`config.mk`:
```
export PLATFORM = sky130hd
export DESIGN_NAME = aes_sbox_arbiter
export DESIGN_NICKNAME = d
export VERILOG_FILES = /design/src/rtl/aes_sbox_arbiter.sv
export SDC_FILE = /design/constraint.sdc
export NUM_CORES = 1
export LEC_CHECK = 0
export CAP_MARGIN = 25
export CORE_UTILIZATION = 35
export DETAILED_ROUTE_END_ITERATION = 8
export GPL_ROUTABILITY_DRIVEN = 0
export PLACE_DENSITY = 0.67
export RECOVER_POWER = 50
export SYNTH_ARGS = -nofsm -noshare
export SYNTH_HDL_FRONTEND = slang
export SYNTH_SLANG_ARGS = --single-unit
```
`constraint.sdc`:
```
create_clock -name clock -period 3.62 [get_ports clock]
set_input_delay 0.724 -clock clock [delete_from_list [all_inputs] [get_ports clock]]
set_output_delay 0.724 -clock clock [all_outputs]
set_load 0.02 [all_outputs]
```
`src/rtl/aes_sbox_arbiter.sv`:
```
// Shares one 4-lane S-box ROM port between the round SubBytes and key SubWord requesters.
// Build option AES_SBOX_ARB_KEY_PRIORITY_EN: key wins every tie instead of round-robin.
//
//   state | meaning
//   IDLE  | arbitrate, capture the granted request
//   RND   | one beat per column, Nb beats
//   KEY   | single beat for the key word
//   DONE  | done pulse to the granted requester
module aes_sbox_arbiter #(
    parameter int NB = 4
) (
    input  logic              clock,
    input  logic              reset,
    input  logic              rnd_valid,
    output logic              rnd_ready,
    input  logic [32*NB-1:0]  rnd_state_in,
    output logic              rnd_done,
    output logic [32*NB-1:0]  rnd_state_out,
    input  logic              key_valid,
    output logic              key_ready,
    input  logic [31:0]       key_word_in,
    output logic              key_done,
    output logic [31:0]       key_word_out,
    output logic [31:0]       sbox_addr,
    input  logic [31:0]       sbox_data
);

    localparam int BW = (NB > 1) ? $clog2(NB) : 1;

    typedef enum logic [1:0] {IDLE, RND, KEY, DONE} state_t;

    state_t            state;
    state_t            state_nxt;
    logic [BW-1:0]     beat;
    logic [32*NB-1:0]  cap;
    logic              cur_key;
    logic              grant_rnd;
    logic              grant_key;
    logic              tie_to_rnd;
    logic              last_beat;
    logic [31:0]       beat_word;

`ifdef AES_SBOX_ARB_KEY_PRIORITY_EN
    assign tie_to_rnd = 1'b0;
`else
    logic last_grant_key;
    // The round requester wins a tie only if the key requester was served last.
    assign tie_to_rnd = last_grant_key;
`endif

    assign last_beat = (int'(beat) == NB - 1);

    always_comb begin
        beat_word = '0;
        for (int i = 0; i < NB; i++) begin
            if (int'(beat) == i) beat_word = cap[32*i +: 32];
        end
    end

    always_ff @(posedge clock) begin
        if (reset) state <= IDLE;
        else       state <= state_nxt;
    end

    always_comb begin
        state_nxt = state;
        case (state)
            IDLE: begin
                if (grant_rnd)      state_nxt = RND;
                else if (grant_key) state_nxt = KEY;
            end
            RND:     if (last_beat) state_nxt = DONE;
            KEY:     state_nxt = DONE;
            DONE:    state_nxt = IDLE;
            default: state_nxt = IDLE;
        endcase
    end

    always_comb begin
        grant_rnd = 1'b0;
        grant_key = 1'b0;
        if (state == IDLE && !reset) begin
            if (rnd_valid && (!key_valid || tie_to_rnd)) grant_rnd = 1'b1;
            else if (key_valid)                          grant_key = 1'b1;
        end
        rnd_ready = grant_rnd;
        key_ready = grant_key;
        // Gating with reset suppresses the pulse when DONE is aborted.
        rnd_done  = (state == DONE) && !cur_key && !reset;
        key_done  = (state == DONE) &&  cur_key && !reset;
        case (state)
            RND:     sbox_addr = beat_word;
            KEY:     sbox_addr = cap[31:0];
            default: sbox_addr = '0;
        endcase
    end

    always_ff @(posedge clock) begin
        if (reset) begin
            beat          <= '0;
            cap           <= '0;
            cur_key       <= 1'b0;
            rnd_state_out <= '0;
            key_word_out  <= '0;
`ifndef AES_SBOX_ARB_KEY_PRIORITY_EN
            last_grant_key <= 1'b1;
`endif
        end else begin
            if (grant_rnd) begin
                cap     <= rnd_state_in;
                cur_key <= 1'b0;
                beat    <= '0;
            end
            if (grant_key) begin
                cap[31:0] <= key_word_in;
                cur_key   <= 1'b1;
            end
            if (state == RND) begin
                for (int i = 0; i < NB; i++) begin
                    if (int'(beat) == i) rnd_state_out[32*i +: 32] <= sbox_data;
                end
                beat <= last_beat ? '0 : beat + BW'(1);
            end
            if (state == KEY) key_word_out <= sbox_data;
`ifndef AES_SBOX_ARB_KEY_PRIORITY_EN
            if (state == DONE) last_grant_key <= cur_key;
`endif
        end
    end

endmodule
```
Word level (Yosys, flattened, before mapping)
Index checks and enable logic that the tools add are counted.
Cells by class
  reductions and logical operators: 19
  mux-type cells: 21
  eq/ne operators: 8
  add/subtract/negate cells: 1
Operators by type and width (count)
  32-bit two-way mux: 6
  32-bit one-hot mux with 2 select lines: 1
  2-bit two-way mux: 6
  2-bit AND reduction: 5
  2-bit == test (second input constant): 4
  2-bit one-hot mux with 4 select lines: 1
  1-bit two-way mux: 7
  1-bit logical AND: 6
  2-bit by 1-bit == test with 1-bit output (second input constant): 2
  2-bit zero test: 2
  2-bit nonzero test: 2
  1-bit zero test: 3
  3-bit inequality test (second input constant): 1
  2-bit by 1-bit adder with 2-bit output (second input constant): 1
  2-bit inequality test (second input constant): 1
  1-bit logical OR: 1
Storage, ports and cells
  bits in registers: 294
  bits of input ports: 196

Logic depth before layout (Yosys ltp)
  word-level depth: 8
  gate-level depth with buffers: 9
  gate-level depth less buffers: 6

Worst setup path before layout
OpenSTA, ideal clock, no wires.
  kind: reg-to-output
  start: register beat[0]
  end: output port sbox_addr[30]
  data required time: 2896 ps
  stages on the path, launching flop included: 7
  arrival time: 1842 ps
  path slack: 1054 ps
  cells stage by stage: dfxtp_1 -> inv_1 -> ha_1 -> buf_2 -> buf_1 -> a221o_1 -> a21boi_0
On the way
  longest elaborated chain between the ends: 6
  elaborated cells on any way between the ends: 9
RTL lines
  start: declaration: line 34  | logic [BW-1:0] beat;
  start signal: assignment: line 122  | beat <= last_beat ? '0 : beat + BW'(1);
  2-bit zero test: line 56  | if (int'(beat) == i) beat_word = cap[32*i +: 32];
  32-bit two-way mux (3 in series): line 56
  32-bit two-way mux (*): line 56
  32-bit one-hot mux with 2 select lines (*): line 91  | case (state)
  end: declaration: line 24  | output logic [31:0] sbox_addr,
Mark *: on every way between the ends. The rest lies on a longest branch, timed or not.

Worst setup path after layout
  start: register beat[0]
  end: output port sbox_addr[24]
The elaborated chain is that of the path after synthesis.

==> flow_summary_export.csv <==
group,metric,value,unit
clock_network,clk_latency,0.52,ns
worst_setup_path,r2r-start,"beat[0]",
worst_setup_path,endpoint_kind,"output port",
worst_setup_path,slowest_stage,"clkdlybuf4s50_1",
hold_path,min_to,"rnd_state_out[106]",
clock_network,numCtsBuffers,35,
global_routing,grt_usage,24.3,%
routing,dr.pass1.iters,5,
timing,finalSetupTns,0,ns
worst_setup_path,worstSetupPathType,"register to output port",
routing,routedWlPerCell,19.7,um
global_routing,first_global_vias,11700,
routing,route.detailed.drc,0,
routing,met1_length,19900,um
yosys,synth_fp_nets,1724,
routing,wl_met3,3540,um
timing,clock_skew,0.0199,ns
timing,worst_pin_slew,1.75,ns
layout,area_growth,41.2,%
clock_network,clock-sinks,294,
global_routing,gr-total-overflow,0,
worst_setup_path,rrSetupSlack,0.82,ns
timing,setup_viol,0,
clock_network,cts_setup_buffers,0,
global_routing,grt_max_degree,187,
clock_network,path_clk_slew,0.06,ns
timing,max_freq,0.284,GHz
worst_setup_path,r2r_end,"rnd_state_out[73]",
power,max-vdd-ir-drop,0.000439,V
place,post_dp_cell_area,0.0165,mm2
layout,nets,2028,
hold_path,hold_start,"rnd_state_out[106]",
clock_network,htreeDepth,2,
yosys,syn_inst,1520,
worst_setup_path,max_stage_delay,0.63,ns
timing,worst_slack,0.0938,ns
routing,vias,12400,
power,p_leak,6.27,nW
floorplanning,rows,68,
layout,layout_commonest_cell,"dfxtp_1",
routing,drtIter0Drc,892,
routing,viasPerCell,5.37,
timing,drv_slew,132,
place,dp_hpwl,31200,um
power,powerDensity,567,mW/mm2
floorplanning,pin_count,392,
worst_setup_path,crit_path_cell_trace,"inv_1, ha_1, buf_12, a21oi_1, a221o_1, a21boi_1, clkdlybuf4s50_1",
yosys,synth_area,0.0125,mm2
worst_setup_path,cp-start-kind,"register",
worst_setup_path,critPathRequiredTime,2.90,ns
layout,drive_gt1_share,4.49,%
yosys,yosys_warnings,0,
layout,final_cell_mix,"dfxtp_1 (294), clkdlybuf4s50_1 (285), nand2_1 (263)",
yosys,ys_async_sr_fraction,0,%
worst_setup_path,cp_max_fo,66,
routing,routed.top_layer,"met4",
place,portBuffers,391,
floorplanning,floorplan.initialDensity,35.9,%
status,status,"complete, but fails checks",
timing,min_period,3.53,ns
yosys,synth.distinct_cells,39,
yosys,synth_flop_cell,"dfxtp_1",
timing,slew_headroom,-16.7,%
status,violations,"capacitance limit, slew limit",
floorplanning,die_y,191,um
worst_setup_path,cp.arrival,2.80,ns
place,place_ws,0.349,ns
clock_network,cts_tree,"yes",
timing,rsz0062_at_grt,"no",
clock_network,cts_buffer_depth,3,
layout,finalInstanceArea,0.0176,mm2
floorplanning,die_w,191,um
timing,final_hold_viol_count,0,
floorplanning,die_area,0.0364,mm2
timing,fin_crit_sh,97.4,%
global_routing,antenna_found_initial,2,
yosys,syn_avg_cell_area,8.21,um2
hold_path,hold_class,"register to register",
routing,ant_nets,0,
yosys,ys_seq_elements,294,
global_routing,grt_pass1_wl,68900,um
worst_setup_path,r2r_cells,7,
clock_network,cts-root-buf,"clkbuf_16",
yosys,ys_seq_area_share,47.2,%
run,maxCapViolations,4,
routing,wl,45500,um
floorplanning,core_area,0.0348,mm2
routing,wl_met2,20700,um
yosys,synth_edf_count,0,
hold_path,hold_depth,2,
[worst max-delay path: cells and delay by family (launching register included)]
family | cells | cell delay (ns)
DFF | 1 | 0.34
buffers and inverters | 3 | 1.01
adders and majority gates | 1 | 0.21
AOI/OAI and AO/OA | 3 | 0.67
[state kept, by name, indices dropped and copies added (netlist names)]
name            flops
beat                2
key_word_out       32
last_grant_key      1
state               2
cap               128
cur_key             1
rnd_state_out     128
[worst max-delay path by stage]
stage | startpoint | end
6_report | beat[0] | sbox_addr[24]
5_1_grt | beat[0] | sbox_addr[17]
2_1_floorplan | beat[0] | sbox_addr[30]
3_5_place_dp | state[1] | sbox_addr[2]
4_1_cts | state[1] | sbox_addr[31]
3_3_place_gp | state[1] | sbox_addr[2]
[power by group]
part,switching [W],internal (W)
logic,0.00161,0.00111
clock network,0.00136,0.00196
registers,0.000276,0.00368
[layer usage]
metal / vias up / GRT usage [%]
met5: - / 0
met4: 0 / 8.18
met3: 80 / 4.10
met2: 565 / 38.2
met1: 5868 / 33.4
li1: 5868 / -
[final cells by class]
cell class,instances,area [um2]
fill,3287,17200
antenna,2,5.00
inverter,37,141
timing repair buffer,417,4160
clock buffer,56,1040
multi-input combinational,1039,5770
tap,455,569
clock inverter,6,45.0
sequential,294,5890
[what timing repair did]
item	in CTS	in global routing
resized for setup	15	12
pin swaps	0	0
hold buffers	0	0
endpoints found under the setup margin	32	18
[cell families (layout without fill, tap and decap cells)]
logic type,count (synthesis),after routing,share of synthesized area [%]
and+or+nand+nor,573,573,21.7
AOI/OAI and AO/OA,426,426,21.0
DFF,294,294,47.2
buffers and inverters,187,516,6.85
muxes,32,32,2.57
adders and majority gates,8,8,0.802
other,0,2,0
[synth_stat cells, types with 5 or more instances]
master,number,area (um2)
a21boi_0,14,105
a21boi_1,18,135
a21oi_1,162,811
a221o_1,32,320
a22oi_1,32,240
a31oi_1,33,206
and2_1,5,31.3
buf_1,10,37.5
buf_2,67,335
buf_4,6,45.0
buf_6,5,56.3
clkbuf_1,57,214
clkbuf_2,5,25.0
dfxtp_1,294,5890
ha_1,8,100
inv_1,36,135
mux2i_1,32,320
nand2_1,263,987
nand2b_1,67,419
nand3_1,161,806
nand3b_1,32,240
nor2_1,35,131
o21ai_0,88,440
o21ai_1,8,40.0
o31ai_1,32,240
[stage by stage]
stage          instances  util, %  total power [W]  hold WS (ns)
2_1_floorplan       1520        -          0.00562         0.442
5_1_grt             2306     50.6           0.0104         0.466
3_5_place_dp        2241     47.5          0.00675         0.446
4_1_cts             2303     50.6           0.0101         0.453
6_report            2306     50.6          0.00999         0.449
3_3_place_gp        2241     47.5          0.00670         0.442
(Power assumes the default switching activity.)
